<file path="config.mk">
export PLATFORM = sky130hd
export DESIGN_NAME = palette_lut
export DESIGN_NICKNAME = d
export VERILOG_FILES = /design/src/rtl/palette_pkg.sv /design/src/rtl/palette_scale.sv /design/src/rtl/palette_lut.sv
export SDC_FILE = /design/constraint.sdc
export NUM_CORES = 1
export LEC_CHECK = 0
export BUFFER_PORTS_ARGS = -buffer_cell sky130_fd_sc_hd__buf_2
export CORE_MARGIN = 2
export CORE_UTILIZATION = 50
export CTS_BUF_LIST = sky130_fd_sc_hd__clkbuf_16
export CTS_CLUSTER_DIAMETER = 80
export DETAILED_ROUTE_END_ITERATION = 10
export PLACE_DENSITY_LB_ADDON = 0.2
export SLEW_MARGIN = 30
export SYNTH_ARGS = -nofsm -noshare
export SYNTH_HDL_FRONTEND = slang
export SYNTH_SLANG_ARGS = --single-unit
</file>
<file path="constraint.sdc">
create_clock -name Clk -period 2.95 [get_ports Clk]
set_input_delay 0.885 -clock Clk [delete_from_list [all_inputs] [get_ports Clk]]
set_output_delay 0.885 -clock Clk [all_outputs]
set_load 0.05 [all_outputs]
</file>
<file path="src/rtl/palette_pkg.sv">
// Shared types and constants for the palette lookup: FSM states, fade level
// constants and the power-on default palette (12-bit 0xRGB, 4 bits per channel).
package palette_pkg;

    typedef enum logic [1:0] {
        INIT = 2'd0,
        IDLE = 2'd1,
        FADE = 2'd2
    } pal_state_t;

    localparam logic [4:0] LVL_MAX   = 5'd16;
    localparam int         LVL_SHIFT = 4;

    localparam logic [11:0] DEFAULT_PAL [16] = '{
        12'h000, 12'h888, 12'hBBB, 12'hF20,
        12'h2E3, 12'h0DF, 12'hEEE, 12'h333,
        12'hEB2, 12'hFF9, 12'h121, 12'h871,
        12'h2A2, 12'hFFF, 12'h910, 12'h777
    };

    // Entries beyond the 16-colour default table power up black.
    function automatic logic [11:0] default_pal_at(input int k);
        if (k < 16) begin
            return DEFAULT_PAL[k[3:0]];
        end
        return 12'h000;
    endfunction

endpackage

</file>
<file path="src/rtl/palette_scale.sv">
// One colour channel scaled by a 0..16 fade level: (c * level) >> 4.
// With PALETTE_FADE_EN undefined the channel passes through unscaled.
module palette_scale
    import palette_pkg::*;
#(
    parameter int CH_W = 4
) (
    input  logic [CH_W-1:0] c,
    input  logic [4:0]      level,
    output logic [CH_W-1:0] scaled
);

`ifdef PALETTE_FADE_EN
    logic [CH_W+4:0] prod;
    logic            unused_prod;

    // level <= 16 keeps the product below 2**(CH_W+4), so the top bit is always 0.
    assign prod        = (CH_W+5)'(c) * (CH_W+5)'(level);
    assign scaled      = prod[LVL_SHIFT +: CH_W];
    assign unused_prod = ^{prod[LVL_SHIFT-1:0], prod[CH_W+4]};
`else
    logic unused_level;

    assign scaled       = c;
    assign unused_level = ^level;
`endif

endmodule

</file>
<file path="src/rtl/palette_lut.sv">
// Palette lookup with power-on default load, write port and optional fade
// (enabled by defining PALETTE_FADE_EN). Lookup latency is two cycles.
module palette_lut
    import palette_pkg::*;
#(
    parameter int IDX_W    = 4,
    parameter int CH_W     = 4,
    parameter int FADE_DIV = 4
) (
    input  logic               Clk,
    input  logic               Reset,
    input  logic [IDX_W-1:0]   index,
    input  logic               index_valid,
    output logic [CH_W-1:0]    red,
    output logic [CH_W-1:0]    green,
    output logic [CH_W-1:0]    blue,
    output logic               rgb_valid,
    input  logic               wr_valid,
    output logic               wr_ready,
    input  logic [IDX_W-1:0]   wr_addr,
    input  logic [3*CH_W-1:0]  wr_data,
    input  logic               fade_start,
    input  logic               fade_dir,
    output logic               fade_busy,
    output logic [4:0]         fade_level
);

    localparam int ENTRIES = 2**IDX_W;
    localparam int DW      = 3*CH_W;

    pal_state_t       state_reg, state_next;
    logic [IDX_W-1:0] init_cnt_reg, init_cnt_next;

`ifdef PALETTE_FADE_EN
    localparam int DIV_W = (FADE_DIV > 1) ? $clog2(FADE_DIV) : 1;

    logic [4:0]       level_reg, level_next;
    logic [4:0]       target_reg, target_next;
    logic [DIV_W-1:0] div_reg, div_next;
    logic [4:0]       level_step;
    logic [4:0]       fade_target;

    assign level_step  = (target_reg > level_reg) ? level_reg + 5'd1 : level_reg - 5'd1;
    assign fade_target = fade_dir ? LVL_MAX : 5'd0;
    assign fade_level  = level_reg;
    assign fade_busy   = (state_reg == FADE);
`else
    localparam int unused_fade_div = FADE_DIV;
    logic unused_fade_in;

    assign unused_fade_in = ^{fade_start, fade_dir};
    assign fade_level     = LVL_MAX;
    assign fade_busy      = 1'b0;
`endif

    assign wr_ready = (state_reg != INIT);

    // ---------------- control FSM ----------------
    always_ff @(posedge Clk or posedge Reset) begin
        if (Reset) begin
            state_reg    <= INIT;
            init_cnt_reg <= '0;
`ifdef PALETTE_FADE_EN
            level_reg    <= LVL_MAX;
            target_reg   <= LVL_MAX;
            div_reg      <= '0;
`endif
        end else begin
            state_reg    <= state_next;
            init_cnt_reg <= init_cnt_next;
`ifdef PALETTE_FADE_EN
            level_reg    <= level_next;
            target_reg   <= target_next;
            div_reg      <= div_next;
`endif
        end
    end

    always_comb begin
        state_next    = state_reg;
        init_cnt_next = init_cnt_reg;
`ifdef PALETTE_FADE_EN
        level_next    = level_reg;
        target_next   = target_reg;
        div_next      = div_reg;
`endif
        case (state_reg)
            INIT: begin
                init_cnt_next = init_cnt_reg + 1'b1;
                if (init_cnt_reg == IDX_W'(ENTRIES-1)) begin
                    state_next = IDLE;
                end
            end
            IDLE: begin
`ifdef PALETTE_FADE_EN
                if (fade_start) begin
                    target_next = fade_target;
                    div_next    = '0;
                    if (fade_target != level_reg) begin
                        state_next = FADE;
                    end
                end
`endif
            end
            FADE: begin
`ifdef PALETTE_FADE_EN
                // fade_start is deliberately not looked at while a fade runs.
                if (div_reg == DIV_W'(FADE_DIV-1)) begin
                    div_next   = '0;
                    level_next = level_step;
                    if (level_step == target_reg) begin
                        state_next = IDLE;
                    end
                end else begin
                    div_next = div_reg + 1'b1;
                end
`else
                state_next = IDLE;
`endif
            end
            default: begin
                state_next = INIT;
            end
        endcase
    end

    // ---------------- default palette expansion ----------------
    logic [11:0]   init_pal;
    logic [DW-1:0] init_data;

    assign init_pal = default_pal_at(int'(init_cnt_reg));

    for (genvar gi = 0; gi < 3; gi++) begin : g_init_ch
        logic [3:0] nib;
        assign nib = init_pal[4*gi +: 4];
        if (CH_W >= 4) begin : g_ext
            assign init_data[CH_W*gi +: CH_W] = CH_W'(nib);
        end else begin : g_trunc
            assign init_data[CH_W*gi +: CH_W] = nib[3 -: CH_W];
        end
    end

    // ---------------- colour storage ----------------
    logic [DW-1:0]    mem [ENTRIES];
    logic             mem_we;
    logic [IDX_W-1:0] mem_waddr;
    logic [DW-1:0]    mem_wdata;
    logic [DW-1:0]    rd_data_reg;

    always_comb begin
        mem_we    = 1'b0;
        mem_waddr = wr_addr;
        mem_wdata = wr_data;
        if (state_reg == INIT) begin
            mem_we    = 1'b1;
            mem_waddr = init_cnt_reg;
            mem_wdata = init_data;
        end else if (wr_valid) begin
            mem_we = 1'b1;
        end
    end

    // Read and write share the edge; the read sees the pre-write contents.
    always_ff @(posedge Clk) begin
        if (mem_we) begin
            mem[mem_waddr] <= mem_wdata;
        end
        rd_data_reg <= mem[index];
    end

    // ---------------- lookup pipeline ----------------
    logic            valid1_reg;
    logic [4:0]      lvl1;
    logic [CH_W-1:0] ch_scaled [3];
    logic [CH_W-1:0] red_reg, green_reg, blue_reg;
    logic            rgb_valid_reg;

`ifdef PALETTE_FADE_EN
    logic [4:0] lvl1_reg;

    always_ff @(posedge Clk or posedge Reset) begin
        if (Reset) begin
            lvl1_reg <= LVL_MAX;
        end else begin
            lvl1_reg <= level_reg;
        end
    end

    assign lvl1 = lvl1_reg;
`else
    assign lvl1 = LVL_MAX;
`endif

    for (genvar gi = 0; gi < 3; gi++) begin : g_scale
        palette_scale #(
            .CH_W (CH_W)
        ) u_scale (
            .c      (rd_data_reg[CH_W*gi +: CH_W]),
            .level  (lvl1),
            .scaled (ch_scaled[gi])
        );
    end

    always_ff @(posedge Clk or posedge Reset) begin
        if (Reset) begin
            valid1_reg    <= 1'b0;
            rgb_valid_reg <= 1'b0;
            red_reg       <= '0;
            green_reg     <= '0;
            blue_reg      <= '0;
        end else begin
            valid1_reg    <= index_valid && (state_reg != INIT);
            rgb_valid_reg <= valid1_reg;
            red_reg       <= ch_scaled[2];
            green_reg     <= ch_scaled[1];
            blue_reg      <= ch_scaled[0];
        end
    end

    assign red       = red_reg;
    assign green     = green_reg;
    assign blue      = blue_reg;
    assign rgb_valid = rgb_valid_reg;

endmodule

</file>
# After elaboration in Yosys (flattened, before gate mapping)
# Memories as Yosys holds them, arrays and structs flattened. A register that Yosys moved wholly into a read port is not among the register bits.
# Cells that the tools add are included.
[word_totals]
regBits = 20
mem_bits_rw = 192
rom_bits = 192
inputBits = 26
word_cells = 31
memories = 2
[classes]
n_addsub = 1
n_lt_le_gt_ge = 1
n_eq_ne = 4
mux = 10
bitwise_logic = 2
reduce_logical = 4
[memory_table]
columns = ["name", "words", "width", "rd", "rd_ports_with_merged_regs", "wr", "line", "text"]
rows = [
  ["(name not given)", 16, 12, 1, 0, 0, "palette_pkg.sv:24", "return DEFAULT_PAL[k[3:0]];"],
  ["mem", 16, 12, 1, 1, 1, "palette_lut.sv:144", "logic [DW-1:0] mem [ENTRIES];"],
]
[ops]
columns = ["op", "count"]
rows = [
  ["$mux W12", 3],
  ["$pmux W2 S3", 1],
  ["$ge A5 B5 Y1 const B", 1],
  ["$not A4 Y5", 1],
  ["$add A4 B1 Y4 const B", 1],
  ["$eq A4 B4 Y1 const B", 1],
  ["$mux W1", 4],
  ["$mux W4", 1],
  ["$eq A2 B1 Y1 const B", 1],
  ["$eq A2 B2 Y1 const B", 1],
  ["$logic_not A2 Y1", 1],
  ["$mux W2", 1],
  ["$ne A2 B2 Y1 const B", 1],
  ["$reduce_and A2 Y1", 1],
  ["$reduce_bool A2 Y1", 1],
  ["$logic_and A1 B1 Y1", 1],
  ["$not A1 Y1", 1],
]

# Depth between registers and ports, before layout
# Gate-level depths: netlist of run 1.
[depth]
ltp_word = 5
ltp_mapped = 6
depth_no_buf = 5

# Cells and area by module
# A second synthesis of run 1 with hierarchy kept.
[hier_totals]
cells_unflattened = 467
area_unflattened_um2 = 8846.0
[modules_own_cells]
columns = ["module", "instances", "cells_each", "area_each_um2"]
rows = [
  ["palette_lut", 1, 455, 8755.9],
  ["palette_scale", 3, 4, 30.0],
]

# Least setup slack after synthesis of run 1
# Ideal clock, no wire load.
[synth_timing]
path_type = "reg2reg"
start = "reg init_cnt_reg[0]"
end = "mem mem[0][9] (netlist bit), data pin"
setup_ns = 0.341
t_arrival_ns = 2.083
required_ns = 2.609
path_slack_ns = 0.526
path_stages_with_launch = 7
path_cell_list = "dfrtp_1 > clkbuf_1 > inv_1 > ha_1 > mux2i_1 > o21ai_1 > o31ai_1"
[synth_via]
elab_chain_len = 5
[synth_lines]
columns = ["element", "line", "text"]
rows = [
  ["from (decl)", "palette_lut.sv:32", "logic [IDX_W-1:0] init_cnt_reg, init_cnt_next;"],
  ["from (signal assigned)", "palette_lut.sv:70", "init_cnt_reg <= init_cnt_next;"],
  ["$not A4 Y5 (implied by the code)", "palette_pkg.sv:24", ""],
  ["$mem_v2 Z16 W12", "n/a", ""],
  ["$mux W12 (implied by the code) (2 in series)", "palette_pkg.sv:24", ""],
  ["$mux W12", "palette_lut.sv:154", "if (state_reg == INIT) begin"],
  ["via mem_wdata[9]", "palette_lut.sv:147", "logic [DW-1:0] mem_wdata;"],
  ["to (decl)", "palette_lut.sv:144", ""],
]
# The timed path passes the listed nets, and every way through them passes these cells. The select of a mux whose other input is x is not followed.

# Worst setup path after layout of run 1
[layout_timing]
start = "reg state_reg[0]"
end = "out wr_ready"
[layout_via]
elab_chain_len = 1
[layout_lines]
columns = ["element", "line", "text"]
rows = [
  ["from (decl)", "palette_lut.sv:31", "pal_state_t state_reg, state_next;"],
  ["from (signal assigned)", "palette_lut.sv:69", "state_reg <= state_next;"],
  ["$reduce_bool A2 Y1", "palette_lut.sv:56", "assign wr_ready = (state_reg != INIT);"],
  ["to (decl)", "palette_lut.sv:19", "output logic wr_ready,"],
]
# Every way passes these cells.

==> impl_metrics.csv, run 1 <==
group,metric,value,unit
sta,timing.final.crit_share,91.04,%
route,route.detailed.drc,0,
route,ant_nets,0,
cts,cts_tree,"yes",
die,start_util,50.80,%
layout,syn_to_final_growth,14.56,%
die,die_w,136.3,um
sta,worst_slack,0.2644,ns
cts,clockRootBuffer,"clkbuf_16",
sta,hold_viol,0,
sta,post-route-min-period,2.686,ns
critical_path,cp_max_fo,16,
synthesis,synth_ff_type,"edfxtp_1",
synthesis,synth_edf_count,192,
layout,drive_above_1_share,26.58,%
critical_path,r2r_cells,5,
cts,cts.reportedPaths.clkPinSlew,0.06,ns
global_route,track_usage,18.97,%
cts,cts_buffers,23,
critical_path,worst_ep_arrival_time,1.80,ns
sta,rsz0062_at_grt,"false",
route,firstDrtPassIters,4,
cts,h-tree-depth,1,
global_route,grtUsageMet2,31.94,%
sta,tightest_slew,0.7675,ns
layout,largest_reg_flops,192,
cts,cts.path.max_buffers,3,
die,core,17240,sq um
sta,slew_headroom,48.67,%
cts,hold_buffers,0,
place,post-place-ws,0.4469,ns
global_route,gr-max-usage-layer,"met2",
sta,drv_slew,0,
place,placed_cell_area,9350,sq um
synthesis,synth_seq_area_share,74.02,%
sta,setup-violations-final,0,
sta,clock_skew,0.01864,ns
global_route,grt_max_degree,49,
die,die_y,136.3,um
critical_path,end_kind,"output pin",
route,vias_per_cell,5.769,
hold_path,hold_path_class,"register to register",
global_route,grt-ovfl-total,0,
synthesis,syn_avg_cell_area,19.24,sq um
layout,stdcell_area,10030,sq um
global_route,grt_pass1_wl,25.75,mm
route,wire_per_inst,22.05,um
route,drtIter0Drc,398,
synthesis,synth_area,8756,sq um
job,cap_violations,0,
synthesis,async_flop_share,8.520,%
pwr,powerDensity,648.7,nW/um^2
pwr,vdd_ir_drop_max,388.2,uV
route,wirelength,16.83,mm
hold_path,whs_path_depth,0,
cts,numClockSinks,223,
global_route,antenna_found_initial,0,
synthesis,yosysUniqueCellTypes,43,
layout,nFillCells,1270,
place,io_buffer_count,37,
sta,max_freq,372.4,MHz
sta,setup_tns,0,ns
layout,nNetsFinal,557,
critical_path,startpoint_type,"register",
cts,postCtsSetupBuffers,0,
critical_path,cp.required,2.07,ns
pwr,cellLeakagePower,3.523,nW
critical_path,critPathMaxStageDelay,0.71,ns
place,dp_hpwl,10.41,mm
die,io_pins,46,
layout,antenna_cells,0,
synthesis,ys_seq_elements,223,
global_route,grt_pass1_vias,4480,
cts,clock_latency,0.51,ns
die,fp.dieArea,18590,sq um
global_route,globalRouteMet3Util,2.610,%
route,vias,4402,
synthesis,yosys_warnings,0,
cts,cts_resized,0,
place,gp_congestion,0.8674,
die,rows,48,
sta,hold_slack,0.3268,ns
status,outcome,"complete, no violations",
critical_path,critPathKind,"register to output pin",
critical_path,cp_slowest_cell,"dfrtp_1",
critical_path,crit_chain,"buf_4 > buf_2",
global_route,use_met1,25.96,%
layout,fin_util,58.20,%
synthesis,synthCells,455,
-- critical path, delay by kind of cell, from the launching register on --
family                 cells  cell delay (ns)
buffers and inverters      2             0.60
DFF                        1             0.71
-- layer usage --
| metal | vias up | routed length, um |
|---|---|---|
| li1 | 1964 | - |
| met3 | 26 | 712 |
| met2 | 122 | 8447 |
| met4 | 0 | 384 |
| met1 | 2290 | 7280 |
| met5 | - | 0 |
-- cell usage in the layout (no fill, tap or decap), types with 8 or more instances in the layout --
cell type / instances
dfrtp_1: 19
buf_2: 37
buf_4: 32
a22oi_1: 24
mux4_1: 18
nand2_1: 28
nor2_1: 21
edfxtp_1: 192
dfxtp_1: 12
nor2b_1: 8
mux4_2: 31
clkbuf_16: 23
-- synth_stat cells (2+ instances only) --
library cell	instances	area share (%)
nand2_1	28	1.2
edfxtp_1	192	66
clkbuf_1	14	0.60
a31oi_1	8	0.57
nor3b_1	3	0.26
dfrtp_1	19	5.4
and2_1	3	0.21
conb_1	2	0.086
inv_2	3	0.13
xnor2_1	3	0.30
nand3_1	4	0.23
ha_1	7	1.0
or3_1	2	0.14
o211ai_1	4	0.34
mux4_2	31	8.0
inv_1	2	0.086
buf_4	6	0.51
buf_12	2	0.46
nor2b_1	9	0.64
nor2_1	22	0.94
o21ai_1	6	0.34
a21oi_1	3	0.17
mux4_1	18	5.4
buf_2	8	0.46
o31ai_1	2	0.17
dfxtp_1	12	2.7
a22oi_1	24	2.1
and3_1	3	0.21
-- final timing paths --
path                                startpoint         endpoint  slack [ns]
worst max register to register    state_reg[0]        mem[2][7]        0.71
worst max-delay path              state_reg[0]         wr_ready        0.26
max in group asynchronous                Reset  init_cnt_reg[3]        2.29
worst min register to register  rd_data_reg[3]          blue[3]        0.33
min in group asynchronous                Reset          blue[2]        0.41
worst min-delay path            rd_data_reg[3]          blue[3]        0.33
-- area by class of cell --
class	instances	area [sq um]	share of cell area, %
Clock buffer	23	575.6	5.738
Clock inverter	16	101.3	1.010
Inverter	5	18.77	0.1871
Multi-Input combinational cell	200	2107	21.01
Sequential cell	223	6481	64.61
Tap cell	225	281.5	2.807
Timing Repair Buffer	71	465.4	4.640
-- power breakdown --
group	switching [mW]	leakage (nW)	total [mW]	internal [mW]
combinational	0.258	1.11	0.387	0.129
sequential	0.0136	2.07	3.51	3.50
clock	1.11	0.346	2.61	1.50
total	1.38	3.52	6.51	5.12
-- cell families after synthesis --
group                      count (synthesis)  synth area share, %
other                                      2              0.08577
DFF                                      223                74.02
muxes                                     52                13.75
xor gates and xnor gates                   3               0.3001
adders and majority gates                  7                1.000
buffers and inverters                     36                2.372
and+or+nand+nor                           79                4.216
AOI/OAI and AO/OA                         53                4.258
-- through the flow --
step | total power, mW | std cells
2_1_floorplan | 3.848 | 459
3_3_place_gp | 3.960 | 724
3_5_place_dp | 3.972 | 724
4_1_cts | 6.568 | 763
5_1_grt | 6.727 | 763
6_report | 6.507 | 763
No activity file was read; power rests on OpenSTA's default activity.
==> run 2: changes to the inputs <==
--- a/config.mk
+++ b/config.mk
@@ -6,11 +6,13 @@
 export NUM_CORES = 1
 export LEC_CHECK = 0
 export BUFFER_PORTS_ARGS = -buffer_cell sky130_fd_sc_hd__buf_2
+export CORE_ASPECT_RATIO = 1.4
 export CORE_MARGIN = 2
 export CORE_UTILIZATION = 50
 export CTS_BUF_LIST = sky130_fd_sc_hd__clkbuf_16
 export CTS_CLUSTER_DIAMETER = 80
 export DETAILED_ROUTE_END_ITERATION = 10
+export MAX_ROUTING_LAYER = met4
 export PLACE_DENSITY_LB_ADDON = 0.2
 export SLEW_MARGIN = 30
 export SYNTH_ARGS = -nofsm -noshare
==> run 2 against run 1 <==
  * Critical path depth unchanged
  * Final cell count is 1.0% higher
  * Clock skew decreased by 0.0096 ns
  * Register-to-register slack better by 0.20 ns
  * Via count fell by 0.86%
  * Worst setup slack improved by 0.31 ns
==> impl_metrics.csv, run 2 (synthesized netlist as in run 1, its figures left out) <==
group,metric,value,unit
status,outcome,"complete, no violations",
route,wirelength,15.97,mm
layout,fin_util,57.75,%
critical_path,startpoint_type,"register",
critical_path,end_kind,"output pin",
critical_path,cp_top_family,"buffers and inverters",
route,ant_nets,0,
global_route,globalRouteMet3Util,2.566,%
die,fp.dieArea,18600,sq um
global_route,grt_pass1_vias,4420,
sta,drv_slew,0,
layout,register_area,6481,sq um
cts,cts.reportedPaths.clkPinSlew,0.06,ns
layout,stdcell_area,9967,sq um
pwr,combPwrFrac,6.1,%
layout,largest_reg_flops,192,
pwr,vdd_ir_drop_max,476.1,uV
pwr,cellLeakagePower,3.490,nW
global_route,gr-max-usage-layer,"met2",
sta,post-route-min-period,2.373,ns
critical_path,crit_chain,"buf_4 > buf_2",
die,die_y,160.6,um
place,gp_congestion,0.7808,
sta,max_freq,421.5,MHz
cts,numClockSinks,223,
layout,multi_input_comb_area,2102,sq um
sta,setup_tns,0,ns
global_route,grt-ovfl-total,0,
route,vias_per_cell,5.660,
sta,tightest_slew,1.008,ns
die,rows,57,
cts,h-tree-depth,1,
sta,hold_slack,0.3282,ns
layout,final_common_cell,"edfxtp_1",
route,drtIter0Drc,261,
route,wire_per_inst,20.71,um
global_route,antenna_found_initial,0,
pwr,netSwitchingFraction,21.09,%
global_route,grt_pass1_wl,24.58,mm
pwr,p_int,4.913,mW
layout,final_cell_mix,"192 x edfxtp_1, 37 x buf_2, 31 x mux4_2, 31 x buf_4, 28 x nand2_1",
sta,setup-violations-final,0,
critical_path,cp_slowest_cell,"dfrtp_1",
place,io_buffer_count,37,
cts,cts_buffers,20,
layout,syn_to_final_growth,13.83,%
sta,hold_viol,0,
cts,cts.path.max_buffers,3,
sta,timing.final.crit_share,80.43,%
critical_path,cp_max_fo,30,
global_route,track_usage,18.24,%
job,cap_violations,0,
critical_path,cp.required,2.07,ns
critical_path,worst-path-buf-inv,2,
layout,drive_above_1_share,25.42,%
place,placed_cell_area,9361,sq um
global_route,grtUsageMet2,31.84,%
pwr,switching_power,1.313,mW
pwr,powerDensity,624.7,nW/um^2
route,firstDrtPassIters,6,
pwr,seq_power_share,56.4,%
pwr,p_clk_share,37.5,%
die,core,17260,sq um
die,io_pins,46,
global_route,grt_max_degree,49,
place,dp_hpwl,10.29,mm
sta,slew_headroom,32.64,%
cts,clockRootBuffer,"clkbuf_16",
route,route.detailed.drc,0,
die,die_w,115.8,um
critical_path,critPathMaxStageDelay,0.36,ns
cts,cts_tree,"yes",
global_route,use_met1,22.33,%
sta,clock_skew,0.009046,ns
layout,nNetsFinal,554,
critical_path,critPathKind,"register to output pin",
cts,hold_buffers,0,
cts,postCtsSetupBuffers,0,
cts,cts_resized,0,
layout,antenna_cells,0,
hold_path,hold_path_class,"register to register",
route,vias,4364,
critical_path,worst_ep_arrival_time,1.49,ns
die,start_util,50.73,%
sta,rsz0062_at_grt,"false",
layout,nFillCells,1317,
cts,clock_latency,0.49,ns
[run 2: layer usage]
metal | part of all wire [%] | vias to the layer above | wire length (um)
met3 | 5.2 | 22 | 826
met1 | 39 | 2261 | 6254
met5 | 0 | - | 0
met2 | 54 | 123 | 8612
li1 | - | 1958 | -
met4 | 1.7 | 0 | 278
[run 2: cell type report]
cell class                 count  share of cell area [%]
timing repair buffer          71                   4.795
inverter                       5                  0.1883
sequential                   223                   65.03
clock buffer                  21                   5.272
tap                          236                   2.963
multi-input combinational    200                   21.09
clock inverter                15                  0.6653
[run 2: per-stage QoR]
| step | power [mW] | cells | setup slack, ns |
|---|---|---|---|
| after CTS | 6.288 | 771 | 0.5544 |
| after detailed placement | 3.966 | 735 | 0.4828 |
| after global routing | 6.437 | 771 | 0.5255 |
| after global placement | 3.955 | 735 | 0.4802 |
| after floorplan | 3.848 | 459 | 0.5262 |
| final | 6.226 | 771 | 0.5774 |
[run 2: worst paths after layout]
kind                                       from         endpoint  slack (ns)  cells past startpoint
worst max-delay path               state_reg[0]         wr_ready        0.58                      2
min in group asynchronous                 Reset          blue[2]        0.44                      3
worst min register to register   rd_data_reg[3]          blue[3]        0.33                      0
max in group asynchronous                 Reset  init_cnt_reg[1]        2.26                      3
worst min-delay path             rd_data_reg[3]          blue[3]        0.33                      0
worst max register to register  init_cnt_reg[3]        mem[8][4]        0.91                      3
[run 2: power groups by stage]
| stage | clock network [mW] | logic (mW) | registers, mW |
|---|---|---|---|
| 6_report | 2.33 | 0.382 | 3.51 |
| 5_1_grt | 2.51 | 0.410 | 3.51 |
| 4_1_cts | 2.39 | 0.387 | 3.51 |
| 3_5_place_dp | 0 | 0.386 | 3.58 |
| 3_3_place_gp | 0 | 0.378 | 3.58 |
| 2_1_floorplan | 0 | 0.205 | 3.64 |
